--- src/rtl/cdc_hndshk_pkg.sv ---
// Shared definitions for the CDC handshake arbiter: FSM state encoding and
// default sizing parameters.
package cdc_hndshk_pkg;

  localparam int NUM_REQ_DEF = 4;
  localparam int TIMEOUT_DEF = 64;

  // state  | meaning
  // IDLE   | channel free, picking the next pending requester
  // LAUNCH | one-cycle launch pulse into the handshake source side
  // BUSY   | waiting for the source side to raise then drop its stall
  typedef enum logic [1:0] {
    IDLE   = 2'd0,
    LAUNCH = 2'd1,
    BUSY   = 2'd2
  } state_e;

endpackage

--- src/rtl/cdc_rr_arbiter.sv ---
// Combinational round-robin pick: first pending requester at or after
// rr_ptr_i, wrapping modulo NUM_REQ. Returns one-hot grant and its index.
module cdc_rr_arbiter
  import cdc_hndshk_pkg::*;
#(
  parameter int NUM_REQ = NUM_REQ_DEF
) (
  input  logic [NUM_REQ-1:0]         pending_i,
  input  logic [$clog2(NUM_REQ)-1:0] rr_ptr_i,
  output logic [NUM_REQ-1:0]         gnt_oh_o,
  output logic [$clog2(NUM_REQ)-1:0] gnt_idx_o,
  output logic                       gnt_any_o
);

  localparam int IW = $clog2(NUM_REQ);

  logic found;
  int   slot;

  // Scan upward from the pointer, wrapping, and keep the first hit.
  always_comb begin
    gnt_oh_o  = '0;
    gnt_idx_o = '0;
    found     = 1'b0;
    slot      = 0;
    for (int k = 0; k < NUM_REQ; k++) begin
      slot = int'(rr_ptr_i) + k;
      if (slot >= NUM_REQ) slot = slot - NUM_REQ;
      if (!found && pending_i[IW'(slot)]) begin
        found               = 1'b1;
        gnt_oh_o[IW'(slot)] = 1'b1;
        gnt_idx_o           = IW'(slot);
      end
    end
    gnt_any_o = found;
  end

endmodule

--- src/rtl/cdc_hndshk_arbiter.sv ---
// Arbitrates NUM_REQ requesters onto one CDC handshake source channel.
// Optional BUSY timeout abort is enabled by defining CDC_ARB_TIMEOUT_EN;
// without it BUSY waits indefinitely and timeout_err_o is tied low.
// done_pulse_o and grant_valid_o react in the same cycle the source stall
// drops, so completion is visible in the first low-stall cycle.
module cdc_hndshk_arbiter
  import cdc_hndshk_pkg::*;
#(
  parameter int NUM_REQ = NUM_REQ_DEF,
  parameter int TIMEOUT = TIMEOUT_DEF
) (
  input  logic                       source_clk_i,
  input  logic                       source_reset_i,
  input  logic [NUM_REQ-1:0]         req_strobe_i,
  output logic [NUM_REQ-1:0]         req_stall_o,
  output logic                       source_strobe_o,
  input  logic                       source_stall_i,
  output logic                       grant_valid_o,
  output logic [$clog2(NUM_REQ)-1:0] grant_id_o,
  output logic [NUM_REQ-1:0]         done_pulse_o,
  output logic                       timeout_err_o
);

  localparam int IW = $clog2(NUM_REQ);

  state_e             state_q, state_d;
  logic [NUM_REQ-1:0] pending_q, pending_d;
  logic [IW-1:0]      rr_ptr_q, rr_ptr_d;
  logic [IW-1:0]      grant_id_q, grant_id_d;
  logic               seen_stall_q, seen_stall_d;

  logic [NUM_REQ-1:0] pick_oh;
  logic [IW-1:0]      pick_idx;
  logic               pick_any;
  logic [NUM_REQ-1:0] owner_oh;
  logic               xfer_done;
  logic               grant_valid;
  logic               abort;

  cdc_rr_arbiter #(.NUM_REQ(NUM_REQ)) u_rr (
    .pending_i (pending_q),
    .rr_ptr_i  (rr_ptr_q),
    .gnt_oh_o  (pick_oh),
    .gnt_idx_o (pick_idx),
    .gnt_any_o (pick_any)
  );

  assign xfer_done   = (state_q == BUSY) && seen_stall_q && !source_stall_i;
  assign grant_valid = (state_q == LAUNCH) || ((state_q == BUSY) && !xfer_done);

  // One-hot decode of the current owner.
  always_comb begin
    owner_oh             = '0;
    owner_oh[grant_id_q] = 1'b1;
  end

  assign req_stall_o     = pending_q | (grant_valid ? owner_oh : '0);
  assign source_strobe_o = (state_q == LAUNCH);
  assign grant_valid_o   = grant_valid;
  assign grant_id_o      = grant_id_q;
  assign done_pulse_o    = xfer_done ? owner_oh : '0;

`ifdef CDC_ARB_TIMEOUT_EN
  localparam int CW = $clog2(TIMEOUT) + 1;

  logic [CW-1:0] cnt_q, cnt_d;
  logic          terr_q, terr_d;

  assign abort = (state_q == BUSY) && !xfer_done && (cnt_q == CW'(TIMEOUT - 1));

  // BUSY cycle counter restarts from zero on every launch; error is sticky.
  always_comb begin
    cnt_d  = (state_q == BUSY) ? cnt_q + CW'(1) : '0;
    terr_d = terr_q | abort;
  end

  // Timeout counter and sticky error flag.
  always_ff @(posedge source_clk_i) begin
    if (source_reset_i) begin
      cnt_q  <= '0;
      terr_q <= 1'b0;
    end else begin
      cnt_q  <= cnt_d;
      terr_q <= terr_d;
    end
  end

  assign timeout_err_o = terr_q;
`else
  logic unused_timeout;
  assign unused_timeout = (TIMEOUT > 0);
  assign abort          = 1'b0;
  assign timeout_err_o  = 1'b0;
`endif

  // Next-state: latch accepted strobes, grant from IDLE, track the stall handshake.
  always_comb begin
    state_d      = state_q;
    pending_d    = pending_q | (req_strobe_i & ~req_stall_o);
    rr_ptr_d     = rr_ptr_q;
    grant_id_d   = grant_id_q;
    seen_stall_d = seen_stall_q;
    case (state_q)
      IDLE: begin
        if (pick_any) begin
          pending_d    = pending_d & ~pick_oh;
          grant_id_d   = pick_idx;
          rr_ptr_d     = (pick_idx == IW'(NUM_REQ - 1)) ? '0 : pick_idx + IW'(1);
          seen_stall_d = 1'b0;
          state_d      = LAUNCH;
        end
      end
      LAUNCH: state_d = BUSY;
      BUSY: begin
        if (source_stall_i) seen_stall_d = 1'b1;
        if (xfer_done || abort) begin
          seen_stall_d = 1'b0;
          state_d      = IDLE;
        end
      end
      default: state_d = IDLE;
    endcase
  end

  // State registers with synchronous reset.
  always_ff @(posedge source_clk_i) begin
    if (source_reset_i) begin
      state_q      <= IDLE;
      pending_q    <= '0;
      rr_ptr_q     <= '0;
      grant_id_q   <= '0;
      seen_stall_q <= 1'b0;
    end else begin
      state_q      <= state_d;
      pending_q    <= pending_d;
      rr_ptr_q     <= rr_ptr_d;
      grant_id_q   <= grant_id_d;
      seen_stall_q <= seen_stall_d;
    end
  end

endmodule

--- config.mk ---
export PLATFORM = sky130hd
export DESIGN_NAME = cdc_hndshk_arbiter
export DESIGN_NICKNAME = d
export VERILOG_FILES = /design/src/rtl/cdc_hndshk_pkg.sv /design/src/rtl/cdc_rr_arbiter.sv /design/src/rtl/cdc_hndshk_arbiter.sv
export SDC_FILE = /design/constraint.sdc
export NUM_CORES = 1
export LEC_CHECK = 0
export BUFFER_PORTS_ARGS = -buffer_cell sky130_fd_sc_hd__buf_2
export CAP_MARGIN = 10
export CORE_MARGIN = 2
export CORE_UTILIZATION = 40
export DETAILED_ROUTE_END_ITERATION = 12
export MAX_ROUTING_LAYER = met4
export SLEW_MARGIN = 15
export SYNTH_ARGS = -nofsm -noshare
export SYNTH_HDL_FRONTEND = slang
export SYNTH_SLANG_ARGS = --single-unit
--- constraint.sdc ---
create_clock -name source_clk_i -period 8.8 [get_ports source_clk_i]
set_clock_uncertainty 0.2 [all_clocks]
set_input_delay 0.88 -clock source_clk_i [delete_from_list [all_inputs] [get_ports source_clk_i]]
set_output_delay 0.88 -clock source_clk_i [all_outputs]
set_load 0.02 [all_outputs]
==> Word-level counts from Yosys, hierarchy flattened <==
Index checks and enable logic that the tools add are counted.
W data, S select, Z words.
{ "totals": {"reg_bits": 11, "in_bits": 7, "output_inout_bits": 13, "elab_cells": 114} }
{ "op_classes": {"add_sub_neg": 8, "magnitude_cmp": 14, "eq_ne": 6, "mux": 50, "n_bitwise": 9, "reduce_logical": 22} }
{ "ops": {"columns": ["operator", "n"], "rows": [
  ["$mux W4", 8],
  ["$mux W2", 11],
  ["$mux W1", 20],
  ["$or A4 B4 Y4", 5],
  ["$lt A2 B4 Y1 const B", 4],
  ["$logic_and A1 B1 Y1", 11],
  ["$demux W1 S2", 5],
  ["$ge A2 B1 Y1 const B", 5],
  ["$ge A3 B3 Y1 const B", 3],
  ["$and A4 B4 Y4", 2],
  ["$bmux W1 S2", 4],
  ["$not A4 Y4", 2],
  ["$sub A2 B1 Y2 const B", 4],
  ["$add A2 B2 Y3 const B", 2],
  ["$pmux W2 S3", 1],
  ["$logic_not A1 Y1", 5],
  ["$eq A2 B2 Y1 const B", 2],
  ["$ne A2 B2 Y1 const B", 2],
  ["$reduce_and A2 Y1", 2],
  ["$add A2 B1 Y3 const B", 1],
  ["$ge A2 B3 Y1 const B", 1],
  ["$lt A2 B3 Y1 const B", 1],
  ["$ne A3 B3 Y1 const B", 1],
  ["$reduce_and A3 Y1", 1],
  ["other kinds (6)", 6]
]} }

==> Longest topological paths before layout <==
{ "depth": {"word_depth": 19, "mapped_depth": 13, "depth_no_buf": 10} }

==> Hierarchy <==
Synthesis repeated with hierarchy kept, for this count alone.
{ "hier_totals": {"hier_cells": 130, "area_unflattened_um2": 1081.0} }
{ "by_module_without_submodules": {"columns": ["mod", "n_inst", "cells_per_inst", "area_per_inst_um2"], "rows": [
  ["cdc_hndshk_arbiter", 1, 67, 580.6],
  ["cdc_rr_arbiter", 1, 63, 500.5]
]} }

==> Least setup slack after synthesis <==
No wires, ideal clock.
{ "synth_path": {"path_kind": "register -> register", "startpoint": "reg rr_ptr_q[0]", "endpoint": "reg rr_ptr_q[0]", "arrival_ps": 2763, "t_required_ps": 8508, "path_slack_ps": 5744, "stages_incl_launch_ff": 14, "path_cell_list": "dfxtp_1 buf_6 buf_6 inv_2 ha_1 buf_4 nand2b_1 a2bb2oi_1 a2bb2oi_1 a21oi_1 or2_2 ha_1 or4_1 o32ai_1"} }
{ "synth_between": {"elab_chain_len": 17, "word_cells_on_any_way": 45, "classes_between": "add/sub: 8; order compare: 4; eq/ne: 1; mux: 25; reduce/logical: 7"} }
{ "synth_lines": {"columns": ["item", "line_no", "rtl"], "rows": [
  ["start: declaration", "cdc_hndshk_arbiter.sv:28", "logic [IW-1:0] rr_ptr_q, rr_ptr_d;"],
  ["start signal: assignment", "cdc_hndshk_arbiter.sv:136", "rr_ptr_q <= rr_ptr_d;"],
  ["parallel branches: the longest is 14 deep, another holds $add A2 B1 Y3", null, null],
  ["$mux W2 (*)", "cdc_rr_arbiter.sv:29", "if (!found && pending_i[IW'(slot)]) begin"],
  ["net pick_idx[0]", "cdc_hndshk_arbiter.sv:33", "logic [IW-1:0] pick_idx;"],
  ["$add A2 B1 Y2 or $eq A2 B2 Y1 (tied branches)", "cdc_hndshk_arbiter.sv:108", "rr_ptr_d = (pick_idx == IW'(NUM_REQ - 1)) ? '0 : pick_idx + IW'(1);"],
  ["$mux W2 (*)", "cdc_hndshk_arbiter.sv:108", null]
]} }
Mark *: on every way through the listed nets, which the timed path passes. The select of a mux whose other input is x is not followed.
A chain may end at the register's enable or synchronous reset.

==> Final worst setup path <==
Same ends and word-level chain as after synthesis.

==> impl_metrics.env <==
export IMPL_nets=180
export IMPL_cp_slowest_stage_delay_ps=780
export IMPL_die_w_microns=58.5
export IMPL_synth_top_family_by_area="compound AO/OA/AOI/OAI gates"
export IMPL_placeableCoreArea_sq_um=2780
export IMPL_hold_path_class="reg -> reg"
export IMPL_place_congestion=0.933
export IMPL_synth_edff_count=0
export IMPL_grt_usage_pct=19.7
export IMPL_post_place_cells=190
export IMPL_hold_start="seen_stall_q"
export IMPL_drt_iter0_drc=71
export IMPL_synth_nets=169
export IMPL_cts_made_buffers=3
export IMPL_reg2reg_to="rr_ptr_q[0]"
export IMPL_start_util_pct=42.6
export IMPL_yosys_area_share_simple_pct=25.5
export IMPL_crit_family="simple AND/OR/NAND/NOR gates"
export IMPL_syn2layout_area_growth_pct=6.33
export IMPL_dpl_hpwl_mm=2.20
export IMPL_synth_compound_area_share_pct=28.7
export IMPL_post_route_drc_count=0
export IMPL_ys_warn_count=0
export IMPL_cp_end_kind="register"
export IMPL_yosys_area_share_xor_xnor_pct=0
export IMPL_cts_setup_buffers=0
export IMPL_port_buffer_count=18
export IMPL_path_buf_inv=1
export IMPL_yosysMostFrequentCell="nand2_1"
export IMPL_drive_gt1_share_pct=19.6
export IMPL_die_y_microns=58.5
export IMPL_worst_path_max_fanout=19
export IMPL_clk_latency_ps=270
export IMPL_vias=1199
export IMPL_path_class="reg -> reg"
export IMPL_wl_per_cell_microns=15.2
export IMPL_cp_slowest_cell="dfxtp_1"
export IMPL_post_route_period_util_pct=40.8
export IMPL_grt_pass1_wl_mm=5.04
export IMPL_yosys_area_top_type="dfxtp_1"
export IMPL_ys_flop_type="dfxtp_1"
export IMPL_hold_depth=2
export IMPL_antenna_found_initial=0
export IMPL_n_antenna_cell=0
export IMPL_critPathLaunchType="register"
export IMPL_r2r_slack_ps=5210
export IMPL_cts_tree="built"
export IMPL_cp_data_required_time_ps=8780
export IMPL_clk_path_buf_depth=2
export IMPL_clk_pin_slew_ps=70
export IMPL_hold_violations=0
export IMPL_reg2reg_depth=10
export IMPL_ys_async_sr_fraction_pct=0
export IMPL_htree_num_levels=1
export IMPL_tightest_slew_ps=702
export IMPL_powerDensity_nw_per_um2=343
export IMPL_worstPathCellList="inv_2 > ha_1 > nand2b_1 > a2bb2oi_1 > a2bb2oi_1 > a21oi_1 > or2_2 > ha_1 > or4_1 > o32ai_1"
export IMPL_leakage_nw=0.512
export IMPL_setup_tns_ps=0
export IMPL_syn_area_per_cell_sq_um=7.75
export IMPL_synthAdderAreaFrac_pct=9.49
export IMPL_cts_root_buf="clkbuf_4"
export IMPL_slew_viol_final=0
export IMPL_fmax_ghz=0.278
export IMPL_status="completed"
export IMPL_synth_common_cells="12 x nand2_1, 11 x a21oi_1, 11 x dfxtp_1, 9 x ha_1, 7 x nor2_1"
export IMPL_synth_top_cells_by_area="dfxtp_1 19%, ha_1 9.5%, a21oi_1 4.6%"
export IMPL_muxShareOfSynthArea_pct=8.44
export IMPL_row_count=19
export IMPL_ctsHoldBuffers=0
export IMPL_drt_pass1_iterations=4
export IMPL_ys_seq_area_share_pct=18.6
export IMPL_post_place_ws_ps=5250
export IMPL_stdcell_count=194
export IMPL_rr_startpoint="rr_ptr_q[0]"
export IMPL_synth_cell_types=49
export IMPL_synthCells=153
export IMPL_ir_drop_mv=0.246
export IMPL_rsz0062_at_grt="false"
export IMPL_grt_start_max_net_pins=20
export IMPL_cp_arrival_ps=3570
export IMPL_post_cts_resized=0
export IMPL_min_to="seen_stall_q"
export IMPL_yosys_area_top_type_share_pct=18.6
export IMPL_fin_ws_ps=5210
export IMPL_syn_cell_area_sq_um=1190
export IMPL_worst_hold_slack_ps=349
export IMPL_slew_headroom_pct=53.1
export IMPL_grt_pass1_vias=1077
export IMPL_max_cap_violations=0
export IMPL_gr_total_overflow=0
export IMPL_setup_viol=0
export IMPL_ys_seq_elements=11
export IMPL_period_minus_slack_ps=3590
export IMPL_ios=20
export IMPL_cts_num_sinks=11
export IMPL_viasPerCell=6.18
export IMPL_dieArea_sq_um=3420
export IMPL_postRouteAntennaNets=0
export IMPL_wirelength_mm=2.96
## registers in the layout, indices dropped and copies added (netlist names)
register      flops
grant_id_o        2
pending_q         4
rr_ptr_q          2
seen_stall_q      1
state_q           2
## where the power goes
group          internal [mW]  switching (mW)  leakage (nW)
clock                 0.0176          0.0166        0.0150
combinational          0.118           0.163         0.405
sequential            0.0669          0.0500        0.0913
total                  0.203           0.230         0.512
## cell usage in the layout, fill, tap and decap left out, drive strengths merged, types with 3 or more instances in the layout
master,Yosys,final
clkbuf,5,4
nand3,4,4
inv,7,7
a211oi,3,3
mux2i,4,4
a31o,3,3
dfxtp,11,11
nor4,5,5
buf,7,18
a21oi,13,13
ha,9,9
nor2,7,7
o21ai,7,7
nand2b,5,5
nor2b,4,4
o211ai,3,3
nor3,6,6
nand2,12,12
o22ai,5,5
mux2,3,3
## per-stage QoR
step | utilization [%] | area (sq um) | power [mW]
floorplan | - | 1190 | 0.345
global placement | 44.4 | 1230 | 0.392
detailed placement | 44.4 | 1230 | 0.395
CTS | 45.3 | 1260 | 0.431
global route | 45.3 | 1260 | 0.475
finish | 45.3 | 1260 | 0.433
## cell families (layout without fill, tap and decap cells)
family,Yosys count,in the layout
AND/OR/NAND/NOR,56,56
AO/OA/AOI/OAI,49,49
buffers and inverters,19,29
flip-flops,11,11
adder cells (fa/ha/maj),9,9
multiplexers,8,8
other,1,1
## area by class of cell
type | count | area (sq um)
Fill cell | 297 | 1520
Multi-Input combinational cell | 123 | 860
Sequential cell | 11 | 220
Timing Repair Buffer | 18 | 90.1
Tap cell | 31 | 38.8
Clock buffer | 4 | 26.3
Inverter | 7 | 26.3
## how the worst max path moves through the flow
stage	from	end	slack [ps]	depth (start not counted)
6_report	rr_ptr_q[0]	rr_ptr_q[0]	5210	10
5_1_grt	rr_ptr_q[0]	rr_ptr_q[0]	4960	10
4_1_cts	rr_ptr_q[0]	rr_ptr_q[0]	5210	10
3_5_place_dp	rr_ptr_q[0]	rr_ptr_q[0]	5250	10
3_3_place_gp	rr_ptr_q[0]	rr_ptr_q[0]	5350	10
2_1_floorplan	rr_ptr_q[0]	rr_ptr_q[0]	5740	13
## worst reg2reg max path: cells and delay by family, from the launching register on
kind | cells | cell delay (ps)
AO/OA/AOI/OAI | 4 | 580
AND/OR/NAND/NOR | 3 | 1010
adder cells (fa/ha/maj) | 2 | 750
buffers and inverters | 1 | 180
flip-flops | 1 | 780
## per-layer routing
layer / vias to the layer above / wire, microns / track usage [%]
met5: - / 0 / -
met4: 0 / 34 / 4.65
met3: 6 / 155 / 4.84
met2: 36 / 1370 / 28.7
met1: 566 / 1390 / 27.2
li1: 591 / - / -
No activity file was read; power rests on OpenSTA's default activity.
